## src/rtl/rhd_spi_responder.sv

```systemverilog
// rhd_spi_responder: SPI command responder with a 2-frame result pipeline, register file and convert counter.
// Optional macro RHD_RESP_DDR_EN: also drive ~result on sclk rising edges (32 bits per frame).
module rhd_spi_responder #(
  parameter logic [7:0]  CHIP_ID     = 8'd4,
  parameter int unsigned NUM_RW_REGS = 22
) (
  input  logic        clk,
  input  logic        rst,
  input  logic        csn,
  input  logic        sclk,
  input  logic        copi,
  output logic        cipo,
  output logic [31:0] frame_count,
  output logic [15:0] frame_err_count,
  output logic [15:0] last_cmd
);

`ifdef RHD_RESP_DDR_EN
  localparam int unsigned TW = 32;
`else
  localparam int unsigned TW = 16;
`endif

  typedef enum logic [1:0] {IDLE, SHIFT, DONE} state_t;
  state_t state, state_nxt;

  logic [1:0]    csn_sy, sclk_sy, copi_sy;
  logic          csn_q, sclk_q;
  logic [1:0]    rst_age;
  logic          csn_fall, csn_rise, sclk_rise, sclk_fall, tx_adv, pend, start;
  logic [TW-1:0] pipe0, pipe1, tx_shift, result, load_vec;
  logic [15:0]   rx_shift, res_a;
  logic [4:0]    bit_cnt;
  logic [9:0]    sample_cnt;
  logic [7:0]    regs [NUM_RW_REGS];
  logic [7:0]    rdval;

  always_ff @(posedge clk) begin
    if (rst) begin
      csn_sy  <= '1;
      sclk_sy <= '0;
      copi_sy <= '0;
      csn_q   <= 1'b1;
      sclk_q  <= 1'b0;
      rst_age <= '0;
    end else begin
      csn_sy  <= {csn_sy[0], csn};
      sclk_sy <= {sclk_sy[0], sclk};
      copi_sy <= {copi_sy[0], copi};
      csn_q   <= csn_sy[1];
      sclk_q  <= sclk_sy[1];
      if (rst_age != 2'd3) rst_age <= rst_age + 2'd1;
    end
  end

  // Edge history holds reset levels for 3 cycles; a csn held low across reset must not look like a fall.
  assign csn_fall  = (rst_age == 2'd3) & csn_q & ~csn_sy[1];
  assign csn_rise  = ~csn_q & csn_sy[1];
  assign sclk_rise = ~sclk_q & sclk_sy[1];
  assign sclk_fall = sclk_q & ~sclk_sy[1];
  assign start     = csn_fall | pend;
`ifdef RHD_RESP_DDR_EN
  assign tx_adv = sclk_rise | sclk_fall;
`else
  assign tx_adv = sclk_fall;
`endif

  always_ff @(posedge clk) begin
    if (rst) state <= IDLE;
    else     state <= state_nxt;
  end

  always_comb begin
    state_nxt = state;
    case (state)
      IDLE:    if (start) state_nxt = SHIFT;
      SHIFT:   if (csn_rise) state_nxt = DONE;
      DONE:    state_nxt = IDLE;
      default: state_nxt = IDLE;
    endcase
  end

  always_comb begin
    rdval    = '0;
    res_a    = '0;
    result   = '0;
    load_vec = '0;
    case (rx_shift[13:8])
      6'd40:   rdval = 8'h49;
      6'd41:   rdval = 8'h4E;
      6'd42:   rdval = 8'h54;
      6'd43:   rdval = 8'h41;
      6'd44:   rdval = 8'h4E;
      6'd63:   rdval = CHIP_ID;
      default: rdval = '0;
    endcase
    for (int unsigned i = 0; i < NUM_RW_REGS; i++)
      if (rx_shift[13:8] == 6'(i)) rdval = regs[i];
    case (rx_shift[15:14])
      2'b00:   res_a = {rx_shift[13:8], sample_cnt};
      2'b01:   res_a = '0;
      2'b10:   res_a = {8'hFF, rx_shift[7:0]};
      default: res_a = {8'h00, rdval};
    endcase
`ifdef RHD_RESP_DDR_EN
    result = {res_a, ~res_a};
    // Interleave so the MSB-first shift yields A15, B15, A14, B14, ... A0, B0.
    for (int unsigned i = 0; i < 16; i++) begin
      load_vec[2*i+1] = pipe1[16+i];
      load_vec[2*i]   = pipe1[i];
    end
`else
    result   = res_a;
    load_vec = pipe1;
`endif
  end

  always_ff @(posedge clk) begin
    if (rst) begin
      cipo            <= 1'b0;
      pend            <= 1'b0;
      pipe0           <= '0;
      pipe1           <= '0;
      tx_shift        <= '0;
      rx_shift        <= '0;
      bit_cnt         <= '0;
      sample_cnt      <= '0;
      frame_count     <= '0;
      frame_err_count <= '0;
      last_cmd        <= '0;
      for (int unsigned i = 0; i < NUM_RW_REGS; i++) regs[i] <= '0;
    end else begin
      pend <= (state == DONE) && csn_fall;
      case (state)
        IDLE: if (start) begin
          bit_cnt  <= '0;
          tx_shift <= load_vec;
          cipo     <= load_vec[TW-1];
        end
        SHIFT: begin
          if (sclk_rise) begin
            rx_shift <= {rx_shift[14:0], copi_sy[1]};
            if (bit_cnt != 5'd31) bit_cnt <= bit_cnt + 5'd1;
          end
          // Refilling with the last bit makes cipo hold it once the word is exhausted.
          if (tx_adv) begin
            tx_shift <= {tx_shift[TW-2:0], tx_shift[0]};
            cipo     <= tx_shift[TW-2];
          end
        end
        DONE: begin
          if (bit_cnt == 5'd16) begin
            for (int unsigned i = 0; i < NUM_RW_REGS; i++)
              if (rx_shift[15:14] == 2'b10 && rx_shift[13:8] == 6'(i)) regs[i] <= rx_shift[7:0];
            if (rx_shift[15:14] == 2'b00) sample_cnt <= sample_cnt + 10'd1;
            pipe1       <= pipe0;
            pipe0       <= result;
            frame_count <= frame_count + 32'd1;
            last_cmd    <= rx_shift;
          end else if (frame_err_count != '1) begin
            frame_err_count <= frame_err_count + 16'd1;
          end
        end
        default: ;
      endcase
    end
  end

endmodule
```

## config.mk

```make
export PLATFORM = sky130hd
export DESIGN_NAME = rhd_spi_responder
export DESIGN_NICKNAME = d
export VERILOG_FILES = /design/src/rtl/rhd_spi_responder.sv
export SDC_FILE = /design/constraint.sdc
export NUM_CORES = 1
export LEC_CHECK = 0
export CAP_MARGIN = 15
export CORE_MARGIN = 2
export CORE_UTILIZATION = 45
export CTS_BUF_LIST = sky130_fd_sc_hd__clkbuf_4
export CTS_CLUSTER_DIAMETER = 80
export DETAILED_ROUTE_END_ITERATION = 10
export GPL_TIMING_DRIVEN = 0
export PLACE_DENSITY = 0.66
export SYNTH_ARGS = -nofsm -noshare
export SYNTH_HDL_FRONTEND = slang
export SYNTH_SLANG_ARGS = --single-unit
```

## constraint.sdc

```tcl
create_clock -name clk -period 3.2 [get_ports clk]
set_input_delay 0.32 -clock clk [delete_from_list [all_inputs] [get_ports clk]]
set_output_delay 0.32 -clock clk [all_outputs]
set_load 0.05 [all_outputs]
```

==> results of run 1 <==
power breakdown:
group	internal (mW)	switching, mW	total (mW)
combinational	0.0565	0.140	0.196
clock	2.12	1.84	3.96
sequential	4.56	0.0391	4.60
total	6.73	2.02	8.75
synth_stat cells (all sizes together), types with 24 or more instances:
| library cell | count |
|---|---|
| nor2 | 278 |
| nand2 | 195 |
| edfxtp | 176 |
| dfxtp | 156 |
| a21oi | 103 |
| clkbuf | 68 |
| o21ai | 44 |
| buf | 43 |
| nand2b | 40 |
| mux2i | 34 |
| nand3 | 29 |
| xnor2 | 25 |
| nor3 | 24 |
final cells by class:
| cell class | instances | area (sq um) |
|---|---|---|
| Buffer | 111 | 494 |
| Tap cell | 442 | 553 |
| Sequential cell | 332 | 8410 |
| Antenna cell | 3 | 7.51 |
| Multi-Input combinational cell | 1055 | 6020 |
| Inverter | 20 | 75.1 |
| Clock inverter | 20 | 114 |
| Clock buffer | 144 | 1080 |
| Timing Repair Buffer | 69 | 691 |
| Fill cell | 3014 | 15200 |
routing by layer:
| layer | vias up | track usage [%] | share of wire (%) |
|---|---|---|---|
| li1 | 5750 | - | - |
| met1 | 6044 | 35.2 | 41 |
| met2 | 608 | 43.3 | 45 |
| met3 | 139 | 6.17 | 8.6 |
| met4 | 0 | 12.9 | 4.5 |
| met5 | - | 0 | 0 |
worst max path at each step:
stage                          endpoint  cells past startpoint  slack (ns)          startpoint
finish                         pipe0[0]                      9       -0.03         rx_shift[9]
global route                regs[1][39]                      8       -0.08          bit_cnt[0]
CTS                         regs[1][39]                      8       -0.14          bit_cnt[0]
detailed placement          regs[2][25]                      5       -0.44                 rst
global placement            regs[2][25]                      5       -0.46                 rst
floorplan           frame_err_count[15]                      6        0.79  frame_err_count[3]
state kept, by name, indices dropped and copies added, names as in the netlist:
name             flops
rst_age              2
pipe0               16
load_vec            16
tx_shift            15
csn_q                1
regs               176
copi_sy              2
last_cmd            16
state                2
frame_count         32
sample_cnt          10
sclk_sy              2
pend                 1
rx_shift            16
csn_sy               2
frame_err_count     16
cipo                 1
bit_cnt              5
sclk_q               1
kinds of logic (layout without fill, tap and decap cells):
family                   Yosys count  count (layout)  synth area share [%]
AND/OR/NAND/NOR                  684             684                  21.2
AO/OA/AOI/OAI                    269             269                  11.7
multiplexers                      48              48                  3.85
adder cells (fa/ha/maj)            7               7                 0.585
XOR/XNOR                          47              47                  2.75
flip-flops                       332             332                  56.1
other                              0               3                     0
buffers and inverters            131             364                  3.80
metrics by stage:
stage | std cells | hold WS, ns | cell area [sq um] | setup slack (ns)
floorplan | 1518 | 0.389 | 15000 | 0.786
global placement | 2029 | 0.419 | 16200 | -0.456
detailed placement | 2029 | 0.421 | 16200 | -0.445
CTS | 2193 | 0.0321 | 17400 | -0.136
global route | 2196 | 0.0616 | 17400 | -0.0801
finish | 2196 | 0.109 | 17400 | -0.0265
worst register-to-register path, cell delays in order, from the launching register on:
cell	delay, ns
dfxtp_1	0.39
buf_2	0.38
buf_4	0.33
clkinv_1	0.40
clkbuf_1	0.43
a32oi_1	0.35
mux2i_1	0.11
o21bai_1	0.22
a31oi_1	0.35
o221ai_1	0.16
timing repair:
| item | 4_1_cts | 5_1_grt |
|---|---|---|
| gates resized for setup | 0 | 6 |
| pin swaps | 0 | 0 |
| hold endpoints to repair | 0 | 0 |
| endpoints found under the setup margin | 96 | 142 |
| gates cloned | 0 | 0 |
==> impl_metrics.ini, run 1 <==
[run_status]
outcome = finished with violations
violations = setup timing

[sta]
layout_min_cycle_time_ns = 3.23
fmaxAchievable_ghz = 0.310
setup_tns_ns = -0.0265
postLayoutSetupSlackWorst_ns = -0.0265
slew_viol_final = 0
layout_worst_path_cycle_share_pct = 101
rsz_0062_raised_after_global_routing = yes
timing.max_slew.rel_slack_pct = 24.9
finalSetupViolations = 1
timing_hold_violations_final = 0
worst-slew-pin-transition_ns = 1.13
timing.clock.skew_ns = 0.0428

[synthesis]
async_set_reset_flop_share_out_of_synthesis_pct = 0
synth_seq_cells = 332
number_of_enable_flip_flop_cells_after_synthesis = 176
post-synth-top-area-fraction_pct = 35.3
synthFlopType = edfxtp_1
synth.yosys.warnings = 0
syn_avg_cell_area_sq_um = 9.87
synthesis.instances = 1518
post_synth_instance_area_sq_um = 15000
yosys-top-cells-area = edfxtp_1 (35%), dfxtp_1 (21%), nor2_1 (7.0%), nand2_1 (4.9%), a21oi_1 (3.4%)
ys_types = 81
synth_sequential_area_ratio_pct = 56.1
library_cell_with_the_largest_summed_area_after_synthesis = edfxtp_1
synth_nets = 1530

[placed_design]
detailedPlacementHpwl_mm = 32.2
gp_congestion = 0.999
io_port_bufs = 69

[job]
drv.max_cap_violation_count = 0

[critical_path]
r2r_cells = 9
critical_path_arrival_ns = 3.88
cp.buffers_inverters = 4
crit_path_end_kind = flip-flop
slowest_stage = clkbuf_1
criticalPathCategory = flip-flop to flip-flop
critical_path.reg2reg.endpoint = pipe0[0]
critical-path-max-stage-delay_ns = 0.43
worst_r2r_startpoint = rx_shift[9]
cp.required_ns = 3.86
critPathMaxFanout = 10
path_cells = buf_2 -> buf_4 -> clkinv_1 -> clkbuf_1 -> a32oi_1 -> mux2i_1 -> o21bai_1 -> a31oi_1 -> o221ai_1
startpoint_type = flip-flop
family_with_the_most_delay_on_the_worst_path = buffers and inverters
reg2reg_slack_ns = -0.03

[global_route]
antenna_found_initial = 3
gr_util_all_layers_pct = 27.1
grt_overflow = 0
grt_start_max_net_pins = 13
vias_in_the_first_global_route = 12300
grt_first_pass_wirelength_mm = 72.7

[route]
drt-wirelength-per-cell_um = 21.5
detailroute.via_count = 12500
detail_route.iter0.violations = 1317
totalWireLength_mm = 47.3
average_via_count_per_standard_cell = 5.71
firstDrtPassIters = 6
route.antenna.remaining_nets = 0
drc = 0

[cts]
ctsHtreeMaxLevel = 3
setup_buffers_after_cts = 0
clock_path_buffers = 3
clkSinkCount = 332
clk_pin_slew_worst_paths_ns = 0.07
insertion_delay_ns = 0.79
cts_made_buffers = 90
post_cts_hold_buffer_count = 0
cts_tree = yes
clock-root-buffer = clkbuf_4

[layout]
layout-drive-gt1-share_pct = 12.8
leading_cell_type_in_the_layout_fill_and_taps_excluded = nor2_1
final_util_pct = 53.5
nets = 1691
area_growth_syn_to_layout_pct = 16.5
mostFrequentLayoutCells = nor2_1 (275), nand2_1 (195), edfxtp_1 (176), dfxtp_1 (156), clkbuf_4 (144)

[floorplanning]
die_h_um = 186
die-width_um = 186
num_rows = 66
placeableCoreArea_sq_um = 32600
start_util_pct = 45.9
io_pins = 70
dieArea_sq_um = 34800

[hold_path]
hold_path_startpoint = copi
timing.hold.worst.class = input pin to flip-flop
min_delay_worst_endpoint = copi_sy[0]
min_path_cells = 2

[power_and_ir_drop]
leakagePower_nw = 5.75
fin_total_pwr_mw = 8.75
cellPowerDensity_nw_per_um2 = 502
maximum_vdd_drop_mv = 0.338
Note: power is estimated with default switching activity, not from simulation.
==> inputs of run 2 (changes only) <==
--- a/config.mk
+++ b/config.mk
@@ -6,6 +6,7 @@
 export NUM_CORES = 1
 export LEC_CHECK = 0
 export CAP_MARGIN = 15
+export CORE_ASPECT_RATIO = 0.5
 export CORE_MARGIN = 2
 export CORE_UTILIZATION = 45
 export CTS_BUF_LIST = sky130_fd_sc_hd__clkbuf_4
==> run 2 against run 1 <==
Against the previous run:
- first-iteration DRC count grew 10%
- global-route usage grew 0.80 points
- sequential share of layout area grew 0.51 points
- the flow now finishes without violations
- worst hold slack lost 0.015 ns
- critical endpoint is now pipe0[6]
- highest routed layer unchanged
- via count grew 0.44%
==> impl_metrics.ini, run 2 (synthesized netlist as in run 1, its figures left out) <==
[sta]
hold-worst-slack_ns = 0.0936
timing.max_slew.rel_slack_pct = 26.5
layout_min_cycle_time_ns = 3.14
timing.clock.skew_ns = 0.0491
slew_viol_final = 0
finalSetupViolations = 0
fmaxAchievable_ghz = 0.319
worst-slew-pin-transition_ns = 1.10
timing_hold_violations_final = 0
layout_worst_path_cycle_share_pct = 98.0

[power_and_ir_drop]
fin_total_pwr_mw = 8.39
leakagePower_nw = 5.65
maximum_vdd_drop_mv = 0.188
cellPowerDensity_nw_per_um2 = 486

[global_route]
grt_start_max_net_pins = 11
antenna_found_initial = 1
gr_util_all_layers_pct = 27.9
grt_first_pass_wirelength_mm = 73.0
vias_in_the_first_global_route = 12300
grt_overflow = 0

[critical_path]
crit_path_end_kind = flip-flop
criticalPathCategory = flip-flop to flip-flop
critical_path_arrival_ns = 3.81
startpoint_type = flip-flop
cp.required_ns = 3.87
critPathMaxFanout = 10

[route]
average_via_count_per_standard_cell = 5.81
drc = 0
firstDrtPassIters = 6
drt-wirelength-per-cell_um = 22.2
totalWireLength_mm = 48.1
detail_route.iter0.violations = 1452
route.antenna.remaining_nets = 0
detailroute.via_count = 12600

[floorplanning]
num_rows = 47
placeableCoreArea_sq_um = 32900
die-width_um = 262
start_util_pct = 45.5
die_h_um = 133
io_pins = 70
dieArea_sq_um = 34900

[layout]
nets = 1678
area_growth_syn_to_layout_pct = 15.2
layout_top_registers = regs (176), frame_count (32)
flip_flop_count_of_the_largest_register_all_copies_and_words_added = 176
fill_cells = 3003
leading_cell_type_in_the_layout_fill_and_taps_excluded = nor2_1
mostFrequentLayoutCells = nor2_1 (275), nand2_1 (195), edfxtp_1 (176), dfxtp_1 (156), clkbuf_4 (124)
largest_register = regs
layout-drive-gt1-share_pct = 11.6
final_util_pct = 52.4

[job]
drv.max_cap_violation_count = 0

[hold_path]
timing.hold.worst.class = input pin to flip-flop

[placed_design]
io_port_bufs = 69
detailedPlacementHpwl_mm = 33.1
gp_congestion = 0.983

[cts]
clk_pin_slew_worst_paths_ns = 0.08
ctsHtreeMaxLevel = 3
cts_tree = yes
clock_path_buffers = 3
cts_made_buffers = 78
clkSinkCount = 332
setup_buffers_after_cts = 0
insertion_delay_ns = 0.80
clock-root-buffer = clkbuf_4

[run_status]
outcome = complete, no violations
-- run 2: final timing paths --
kind	start	end	slack [ns]	cells after the start
setup / recovery	rx_shift[8]	pipe0[6]	0.06	8
setup reg to reg	rx_shift[8]	pipe0[6]	0.06	8
hold / removal	copi	copi_sy[0]	0.09	2
hold reg to reg	csn_sy[0]	csn_sy[1]	0.42	1
-- run 2: cell type report --
type	count	area [sq um]	area share [%]
Clock buffer	123	923	5.35
Antenna cell	1	2.50	0.0145
Multi-Input combinational cell	1055	6020	34.9
Inverter	20	75.1	0.435
Tap cell	441	552	3.20
Sequential cell	332	8410	48.7
Buffer	110	494	2.86
Clock inverter	17	92.6	0.536
Timing Repair Buffer	69	691	4.00
-- run 2: report_power, final --
| group | switching [mW] | total, mW | internal, mW |
|---|---|---|---|
| Sequential | 0.0405 | 4.60 | 4.56 |
| Clock | 1.77 | 3.60 | 1.82 |
| Combinational | 0.137 | 0.193 | 0.0563 |
| Total | 1.95 | 8.39 | 6.44 |
-- run 2: layer usage --
metal,GRT usage (%),vias up,wire length (um)
met2,43.6,677,21700
met1,37.3,6082,20000
met5,0,-,0
met3,6.92,113,4740
met4,11.6,0,1700
li1,-,5724,-
-- run 2: worst max-delay path, cell delays in order (launching register included) --
cell	delay, ns
dfxtp_1	0.58
buf_4	0.39
buf_6	0.20
nor2b_1	0.49
o2bb2ai_1	0.18
o21ai_0	0.12
a211oi_1	0.33
o221ai_1	0.32
a311oi_1	0.41
-- run 2: through the flow --
step                      setup WS, ns  instance area [sq um]  cells  TNS [ns]
final                           0.0650                  17300   2168         0
after detailed placement        -0.344                  16200   2028    -21.16
after CTS                       0.0603                  17300   2168         0
after global routing          -0.00531                  17300   2168   -0.0112
after floorplan                  0.786                  15000   1518         0
after global placement          -0.254                  16200   2028    -10.26
-- run 2: repair_timing --
item / 4_1_cts / 5_1_grt
hold buffers: 0 / 0
endpoints found under the setup margin: 53 / 74
pin swaps: 0 / 1
gates resized for setup: 3 / 5
==> inputs of run 3 (changes only) <==
--- a/config.mk
+++ b/config.mk
@@ -14,6 +14,7 @@
 export DETAILED_ROUTE_END_ITERATION = 10
 export GPL_TIMING_DRIVEN = 0
 export PLACE_DENSITY = 0.66
+export RECOVER_POWER = 100
 export SYNTH_ARGS = -nofsm -noshare
 export SYNTH_HDL_FRONTEND = slang
 export SYNTH_SLANG_ARGS = --single-unit
==> run 3 against run 2 <==
Against the previous run:
- combinational power is essentially flat
- power shrank 0.12%
- non-clock buffer count is the same
- wire length down 0.17%
- critical path type unchanged
- largest power group unchanged
==> impl_metrics.ini, run 3 (synthesized netlist as in run 1, its figures left out) <==
[route]
detailroute.via_count = 12600
route.antenna.remaining_nets = 0
drt-wirelength-per-cell_um = 22.2
firstDrtPassIters = 5
totalWireLength_mm = 48.1
detail_route.iter0.violations = 1446
average_via_count_per_standard_cell = 5.82
drc = 0

[layout]
final_util_pct = 52.3
layout_top_registers = regs (176), frame_count (32)
largest_register = regs
mostFrequentLayoutCells = nor2_1 (275), nand2_1 (195), edfxtp_1 (176), dfxtp_1 (156), clkbuf_4 (124)
fill_cells = 3004
layout-drive-gt1-share_pct = 11.4
multi_input_gate_area_sq_um = 6000
nets = 1678
finish.instance_area_sq_um = 17200
flip_flop_count_of_the_largest_register_all_copies_and_words_added = 176
area_growth_syn_to_layout_pct = 15.1
leading_cell_type_in_the_layout_fill_and_taps_excluded = nor2_1
area.sequential_sq_um = 8410

[sta]
layout_worst_path_cycle_share_pct = 99.7
timing.clock.skew_ns = 0.0485
timing.max_slew.rel_slack_pct = 26.2
layout_min_cycle_time_ns = 3.19
setup_tns_ns = 0
finalSetupViolations = 0
timing_hold_violations_final = 0
fmaxAchievable_ghz = 0.314
rsz_0062_raised_after_global_routing = no
slew_viol_final = 0
worst-slew-pin-transition_ns = 1.10
postLayoutSetupSlackWorst_ns = 0.0107

[critical_path]
worstSetupStartpoint = rx_shift[9]
crit_path_end_kind = flip-flop
worst_r2r_startpoint = rx_shift[9]
reg2reg_slack_ns = 0.01
startpoint_type = flip-flop
critical_path_arrival_ns = 3.90
cp.required_ns = 3.91
critPathMaxFanout = 10
criticalPathCategory = flip-flop to flip-flop

[power_and_ir_drop]
power.share.combinational_pct = 2.3
pwr-share-clk_pct = 42.8
sequentialPowerShare_pct = 54.9
internal-power_mw = 6.44
leakagePower_nw = 5.87
switching_share_pct = 23.2
fin_total_pwr_mw = 8.38
switching_power_mw = 1.94
cellPowerDensity_nw_per_um2 = 486
maximum_vdd_drop_mv = 0.188

[global_route]
antenna_found_initial = 1
gr_util_all_layers_pct = 27.9
grt_overflow = 0
grt_start_max_net_pins = 11
grt_first_pass_wirelength_mm = 73.0
vias_in_the_first_global_route = 12300

[cts]
clock-root-buffer = clkbuf_4
cts_tree = yes
cts_made_buffers = 78
clock_path_buffers = 3
setup_buffers_after_cts = 0
ctsHtreeMaxLevel = 3
clkSinkCount = 332
clk_pin_slew_worst_paths_ns = 0.09
post_cts_hold_buffer_count = 0
insertion_delay_ns = 0.79

[run_status]
outcome = complete, no violations

[hold_path]
timing.hold.worst.class = input pin to flip-flop
hold_path_startpoint = copi

[floorplanning]
num_rows = 47
die_h_um = 133
die-width_um = 262
dieArea_sq_um = 34900
placeableCoreArea_sq_um = 32900
start_util_pct = 45.5
io_pins = 70

[placed_design]
detailedPlacementHpwl_mm = 33.1
dpl_cell_area_sq_um = 16200
gp_congestion = 0.983
io_port_bufs = 69
dp_slack_ns = -0.344

[job]
drv.max_cap_violation_count = 0
run 3: cell count changes in the layout (fill, tap and decap cells not counted), moves of 2 or more:
cell,before,now
clkdlybuf4s50_1,69,3
dlygate4sd3_1,0,66
clkbuf_1,67,73
buf_1,10,5
buf_2,22,20
run 3: critical path: stages (launching register included):
cell	delay [ns]
dfxtp_1	0.41
clkbuf_4	0.31
buf_4	0.29
buf_2	0.37
clkbuf_1	0.72
a21oi_1	0.20
a221oi_1	0.51
nor3_1	0.09
a31oi_1	0.18
run 3: per-layer routing:
layer,vias to the layer above,part of all wire [%],global-route usage (%)
li1,5730,-,-
met2,622,45,43.6
met1,6148,42,37.3
met3,111,9.0,6.92
met5,-,0,0
met4,0,3.6,11.6
run 3: final timing paths:
path	endpoint	depth (start not counted)
hold reg to reg	csn_sy[1]	1
hold / removal	copi_sy[0]	2
setup reg to reg	pipe0[2]	8
setup / recovery	pipe0[2]	8
run 3: layout make-up:
class	count	area share, %
flip-flops and latches	332	48.8
repair buffers	69	4.01
diodes	1	0.0145
inverters	20	0.436
clock buffers	123	5.36
well taps	441	3.20
clock inverters	17	0.537
plain buffers	110	2.86
multi-input cells	1055	34.8
run 3: repair_timing:
action / CTS / global route
pin swaps: 0 / 1
resized for setup: 3 / 5
setup endpoints to repair: 53 / 74
run 3: through the flow:
step                hold slack, ns  cells
global placement             0.403   2028
detailed placement           0.406   2028
CTS                         0.0458   2168
floorplan                    0.389   1518
finish                      0.0971   2168
global route                0.0880   2168
run 3: power by group through the flow:
| stage | clock network (mW) | registers [mW] | logic [mW] |
|---|---|---|---|
| final | 3.59 | 4.60 | 0.193 |
| after CTS | 3.62 | 4.60 | 0.193 |
| after detailed placement | 0 | 4.69 | 0.193 |
| after floorplan | 0 | 4.67 | 0.126 |
| after global placement | 0 | 4.69 | 0.187 |
| after global routing | 3.82 | 4.60 | 0.211 |
